**src/rtl/bcd_clock_counter.sv**
```systemverilog
// Four-digit BCD MM:SS counter for one chess-clock channel: up/down, preset load, zero/expiry flags.
// Optional Fischer increment input BONUS is enabled by defining BCD_CLOCK_COUNTER_BONUS_EN.
module bcd_clock_counter #(
  parameter int MIN_TENS_MAX = 5,
  parameter bit SAT_AT_ZERO  = 1'b1,
  parameter int BONUS_SEC    = 5
) (
  input  logic       CLK,
  input  logic       CLR,
  input  logic       CE,
  input  logic       IMPULSE,
  input  logic       DIR,
  input  logic       LOAD,
`ifdef BCD_CLOCK_COUNTER_BONUS_EN
  input  logic       BONUS,
`endif
  input  logic [3:0] LD_MIN_TENS,
  input  logic [3:0] LD_MIN_UNITS,
  input  logic [3:0] LD_SEC_TENS,
  input  logic [3:0] LD_SEC_UNITS,
  output logic [3:0] MIN_TENS,
  output logic [3:0] MIN_UNITS,
  output logic [3:0] SEC_TENS,
  output logic [3:0] SEC_UNITS,
  output logic       ZERO,
  output logic       OVERFLOW,
  output logic       EXPIRED
);

  if (MIN_TENS_MAX < 1 || MIN_TENS_MAX > 9 || BONUS_SEC < 1 || BONUS_SEC > 59) begin : g_bad_cfg
    $error("bcd_clock_counter: MIN_TENS_MAX must be 1..9 and BONUS_SEC 1..59");
  end

  localparam logic [3:0] MT_MAX = 4'(MIN_TENS_MAX);

  logic [3:0] min_tens_q, min_units_q, sec_tens_q, sec_units_q;
  logic [3:0] min_tens_d, min_units_d, sec_tens_d, sec_units_d;
  logic       overflow_q, overflow_d;
  logic       expired_q, expired_d;
  logic       tick, is_zero, is_one, is_max;

  assign tick    = CE & IMPULSE;
  assign is_zero = (min_tens_q == 4'd0) && (min_units_q == 4'd0) &&
                   (sec_tens_q == 4'd0) && (sec_units_q == 4'd0);
  assign is_one  = (min_tens_q == 4'd0) && (min_units_q == 4'd0) &&
                   (sec_tens_q == 4'd0) && (sec_units_q == 4'd1);
  assign is_max  = (min_tens_q == MT_MAX) && (min_units_q == 4'd9) &&
                   (sec_tens_q == 4'd5) && (sec_units_q == 4'd9);

`ifdef BCD_CLOCK_COUNTER_BONUS_EN
  localparam int MAX_SEC = MIN_TENS_MAX * 600 + 599;
  int cur_sec, new_sec;
  assign cur_sec = int'(min_tens_q) * 600 + int'(min_units_q) * 60 +
                   int'(sec_tens_q) * 10 + int'(sec_units_q);
`endif

  always_comb begin
    // NOTE: every variable driven here gets a default first, so no latch can be inferred.
    min_tens_d  = min_tens_q;
    min_units_d = min_units_q;
    sec_tens_d  = sec_tens_q;
    sec_units_d = sec_units_q;
    overflow_d  = 1'b0;
    expired_d   = expired_q;
`ifdef BCD_CLOCK_COUNTER_BONUS_EN
    new_sec     = 0;
`endif
    if (LOAD) begin
      min_tens_d  = (LD_MIN_TENS  > MT_MAX) ? MT_MAX : LD_MIN_TENS;
      min_units_d = (LD_MIN_UNITS > 4'd9)   ? 4'd9   : LD_MIN_UNITS;
      sec_tens_d  = (LD_SEC_TENS  > 4'd5)   ? 4'd5   : LD_SEC_TENS;
      sec_units_d = (LD_SEC_UNITS > 4'd9)   ? 4'd9   : LD_SEC_UNITS;
      expired_d   = 1'b0;
    end
`ifdef BCD_CLOCK_COUNTER_BONUS_EN
    // Bonus folds a coincident tick into one saturating add in linear seconds.
    else if (BONUS && !expired_q) begin
      new_sec = cur_sec + BONUS_SEC + ((tick && !DIR) ? 1 : 0) - ((tick && DIR) ? 1 : 0);
      if (new_sec > MAX_SEC) new_sec = MAX_SEC;
      min_tens_d  = 4'(new_sec / 600);
      min_units_d = 4'((new_sec % 600) / 60);
      sec_tens_d  = 4'((new_sec % 60) / 10);
      sec_units_d = 4'(new_sec % 10);
    end
`endif
    else if (tick) begin
      if (DIR) begin
        if (is_zero) begin
          if (!SAT_AT_ZERO) begin
            min_tens_d  = MT_MAX;
            min_units_d = 4'd9;
            sec_tens_d  = 4'd5;
            sec_units_d = 4'd9;
            overflow_d  = 1'b1;
          end
        end else begin
          if (is_one) expired_d = 1'b1;
          if (sec_units_q != 4'd0) sec_units_d = sec_units_q - 4'd1;
          else begin
            sec_units_d = 4'd9;
            if (sec_tens_q != 4'd0) sec_tens_d = sec_tens_q - 4'd1;
            else begin
              sec_tens_d = 4'd5;
              if (min_units_q != 4'd0) min_units_d = min_units_q - 4'd1;
              else begin
                min_units_d = 4'd9;
                min_tens_d  = min_tens_q - 4'd1;
              end
            end
          end
        end
      end else begin
        if (is_max) begin
          min_tens_d  = 4'd0;
          min_units_d = 4'd0;
          sec_tens_d  = 4'd0;
          sec_units_d = 4'd0;
          overflow_d  = 1'b1;
        end else if (sec_units_q != 4'd9) sec_units_d = sec_units_q + 4'd1;
        else begin
          sec_units_d = 4'd0;
          if (sec_tens_q != 4'd5) sec_tens_d = sec_tens_q + 4'd1;
          else begin
            sec_tens_d = 4'd0;
            if (min_units_q != 4'd9) min_units_d = min_units_q + 4'd1;
            else begin
              min_units_d = 4'd0;
              min_tens_d  = min_tens_q + 4'd1;
            end
          end
        end
      end
    end
  end

  // NOTE: sequential state uses non-blocking assignments so all registers update together.
  always_ff @(posedge CLK) begin
    if (CLR) begin
      min_tens_q  <= 4'd0;
      min_units_q <= 4'd0;
      sec_tens_q  <= 4'd0;
      sec_units_q <= 4'd0;
      overflow_q  <= 1'b0;
      expired_q   <= 1'b0;
    end else begin
      min_tens_q  <= min_tens_d;
      min_units_q <= min_units_d;
      sec_tens_q  <= sec_tens_d;
      sec_units_q <= sec_units_d;
      overflow_q  <= overflow_d;
      expired_q   <= expired_d;
    end
  end

  assign MIN_TENS  = min_tens_q;
  assign MIN_UNITS = min_units_q;
  assign SEC_TENS  = sec_tens_q;
  assign SEC_UNITS = sec_units_q;
  assign ZERO      = is_zero;
  assign OVERFLOW  = overflow_q;
  assign EXPIRED   = expired_q;

endmodule

```
**config.mk**
```make
export PLATFORM = sky130hd
export DESIGN_NAME = bcd_clock_counter
export DESIGN_NICKNAME = d
export VERILOG_FILES = /design/src/rtl/bcd_clock_counter.sv
export SDC_FILE = /design/constraint.sdc
export NUM_CORES = 1
export LEC_CHECK = 0
export CORE_MARGIN = 2
export CORE_UTILIZATION = 60
export CTS_CLUSTER_DIAMETER = 150
export DETAILED_ROUTE_END_ITERATION = 7
export DONT_BUFFER_PORTS = 1
export PLACE_DENSITY_LB_ADDON = 0.1
export SLEW_MARGIN = 20
export SYNTH_ARGS = -nofsm -noshare
export SYNTH_HDL_FRONTEND = slang
export SYNTH_SLANG_ARGS = --single-unit
```
**constraint.sdc**
```tcl
create_clock -name CLK -period 4.9 [get_ports CLK]
set_input_delay 0.49 -clock CLK [delete_from_list [all_inputs] [get_ports CLK]]
set_output_delay 0.49 -clock CLK [all_outputs]
set_load 0.005 [all_outputs]
```
==> results_dict.tcl <==
set metrics [dict create \
    grt_max_degree 22 \
    synth_top_family_by_area "compound AO/OA/AOI/OAI gates" \
    ys_ff_latch 18 \
    vias 1699 \
    fillers 251 \
    ys_warn_count 0 \
    arrival_ps 1810 \
    root_buffer "clkbuf_4" \
    synth_adder_area_share_pct 7.44 \
    yosysTopAreaCell "dfxtp_1" \
    min_path_type "in2reg" \
    syn_area_per_cell_sq_um 7.75 \
    fmax_mhz 435 \
    hold-worst-slack_ps 228 \
    fp-row-count 19 \
    ys_async_sr_fraction_pct 0 \
    synthDistinctLibCells 58 \
    die_x_um 56.9 \
    synthMuxAreaShare_pct 2.98 \
    htreeDepth 1 \
    cts.sinks 18 \
    fin_tns_setup_ps 0 \
    grt_pass1_vias 1588 \
    finalMaxSlewViolations 0 \
    power.total_uw 427 \
    cp-end-kind "output port" \
    clk_path_buf_depth 2 \
    syn_nets 249 \
    p_clk_share_pct 23.2 \
    seq_area_sq_um 360 \
    initial_utilization_pct 62.0 \
    grt_usage_pct 28.7 \
    tightest_slew_ps 460 \
    worstRegToRegCells 7 \
    path_clk_slew_ps 120 \
    fin_skew_ps 0.738 \
    dp_hpwl_um 3280 \
    p_sw_share_pct 37.5 \
    grt_pass1_wl_um 7490 \
    crit_required_ps 4410 \
    p_int_uw 267 \
    area_delta_synth_final_pct 0.744 \
    drtIter0Drc 132 \
    io_buffers 0 \
    drtPass1Iterations 5 \
    synth-edff-count 0 \
    cp_max_fo 9 \
    holdPathStages 1 \
    seqPwrFrac_pct 43.9 \
    cts_tree "yes" \
    gp_congestion 0.878 \
    multi_input_area_sq_um 1220 \
    cts_buffers 3 \
    synth_area_leaders "dfxtp_1 21%, ha_1 7.4%, a211oi_1 4.0%" \
    synth_simple_gate_area_share_pct 29.0 \
    synthXorXnorAreaFrac_pct 1.04 \
    finalHoldViolCount 0 \
    fp.dieH_um 56.9 \
    peakVddDrop_v 0.000148 \
    synth_common_cells "18 x dfxtp_1, 18 x nand2_1, 14 x nor2_1, 13 x a21oi_1, 11 x o21ai_0" \
    cellPowerDensity_nw_per_um2 252 \
    antenna_found_initial 0 \
    wire_per_inst_um 18.9 \
    slew-limit-headroom_pct 69.1 \
    syn_inst 217 \
    hold_buffers 0 \
    rsz0062_at_grt "false" \
    fin_nets 242 \
    postCtsSetupBuffers 0 \
    drc 0 \
    status "finished clean" \
    ctsResizeCount 0 \
    clock_latency_ps 310 \
    p_leak_uw 0.000609 \
    combPwrFrac_pct 33.0 \
    synth_seq_area_share_pct 21.4 \
    totalWireLength_um 4530 \
    drv_cap 0 \
    post-route-min-period_ps 2300 \
    timing.final.crit_share_pct 46.9 \
    pin_count 41 \
    num_antenna_cells 0 \
    final_antenna_net_count 0 \
    drive_gt1_share_pct 7.66 \
    cp-start-kind "flip-flop" \
    synth_top_flop_cell "dfxtp_1" \
    setup_violations 0 \
    yosys.area.top_type_share_pct 21.4 \
    vias_per_cell 7.08 \
    synth_compound_area_share_pct 31.9 \
    core_area_sq_um 2710 \
    die_area_sq_um 3240 \
    crit_type "reg2out" \
    grt-ovfl-total 0 \
    p_switching_uw 160 \
    synth_area_sq_um 1680 \
]
[per-stage QoR]
stage / cells / setup slack (ps) / cell area [sq um] / util, %
CTS: 240 / 2620 / 1690 / 62.5
floorplan: 217 / 2870 / 1680 / -
detailed placement: 236 / 2680 / 1660 / 61.2
finish: 240 / 2600 / 1690 / 62.5
global placement: 236 / 2820 / 1660 / 61.2
global route: 240 / 2440 / 1690 / 62.5
[flip-flops by register name (all words and copies together), names as in the netlist]
| name | count |
|---|---|
| SEC_UNITS | 4 |
| SEC_TENS | 4 |
| OVERFLOW | 1 |
| MIN_TENS | 4 |
| EXPIRED | 1 |
| MIN_UNITS | 4 |
[path summary, 6_finish.rpt]
path                             startpoint          end  slack [ps]
worst min register to register  SEC_TENS[1]  SEC_TENS[1]         550
worst max register to register  SEC_TENS[0]  MIN_TENS[1]        2610
worst min-delay path                    CLR  SEC_TENS[0]         230
worst max-delay path            SEC_TENS[0]         ZERO        2600
[logic make-up (layout without fill, tap and decap cells)]
logic type               count (synthesis)  in the layout
AO/OA/AOI/OAI                           74             74
adder cells (fa/ha/maj)                 10             10
buffers and inverters                   23             15
AND/OR/NAND/NOR                         85             85
multiplexers                             5              5
XOR/XNOR                                 2              2
flip-flops                              18             18
[area by class of cell]
class / instances / area share, %
Inverter: 11 / 2.44
Multi-Input combinational cell: 176 / 71.9
Clock buffer: 4 / 2.14
Sequential cell: 18 / 21.3
Tap cell: 31 / 2.29
[power by group through the flow]
| stage | clock network (uW) | registers, uW | logic, uW |
|---|---|---|---|
| final | 98.9 | 187 | 141 |
| after global routing | 106 | 191 | 154 |
| after CTS | 100 | 187 | 138 |
| after detailed placement | 0 | 191 | 137 |
| after global placement | 0 | 189 | 132 |
| after floorplan | 0 | 177 | 130 |
[worst max-delay path: stages, from the launching register on]
cell and delay (ps):
dfxtp_1 540, inv_1 90, ha_1 280, and4bb_2 300, and4b_2 290
[placed cells by master (no fill, tap or decap), drive strengths merged, types with 4 or more instances in the layout]
| cell | n |
|---|---|
| nor4 | 5 |
| clkbuf | 4 |
| nor3b | 7 |
| inv | 10 |
| a211oi | 9 |
| nor3 | 6 |
| nand3 | 10 |
| nand3b | 6 |
| nand2b | 5 |
| dfxtp | 18 |
| nand2 | 18 |
| o31ai | 4 |
| o21ai | 16 |
| a21oi | 14 |
| ha | 10 |
| nor2 | 14 |
| mux2i | 5 |
[routing by layer]
layer	track usage, %	vias to the layer above	wire, um
met5	0	-	0
met4	9.97	0	86
met3	4.99	9	372
met2	46.1	87	2170
met1	39.1	791	1900
li1	-	812	-
Power figures use the tool's default switching activity.
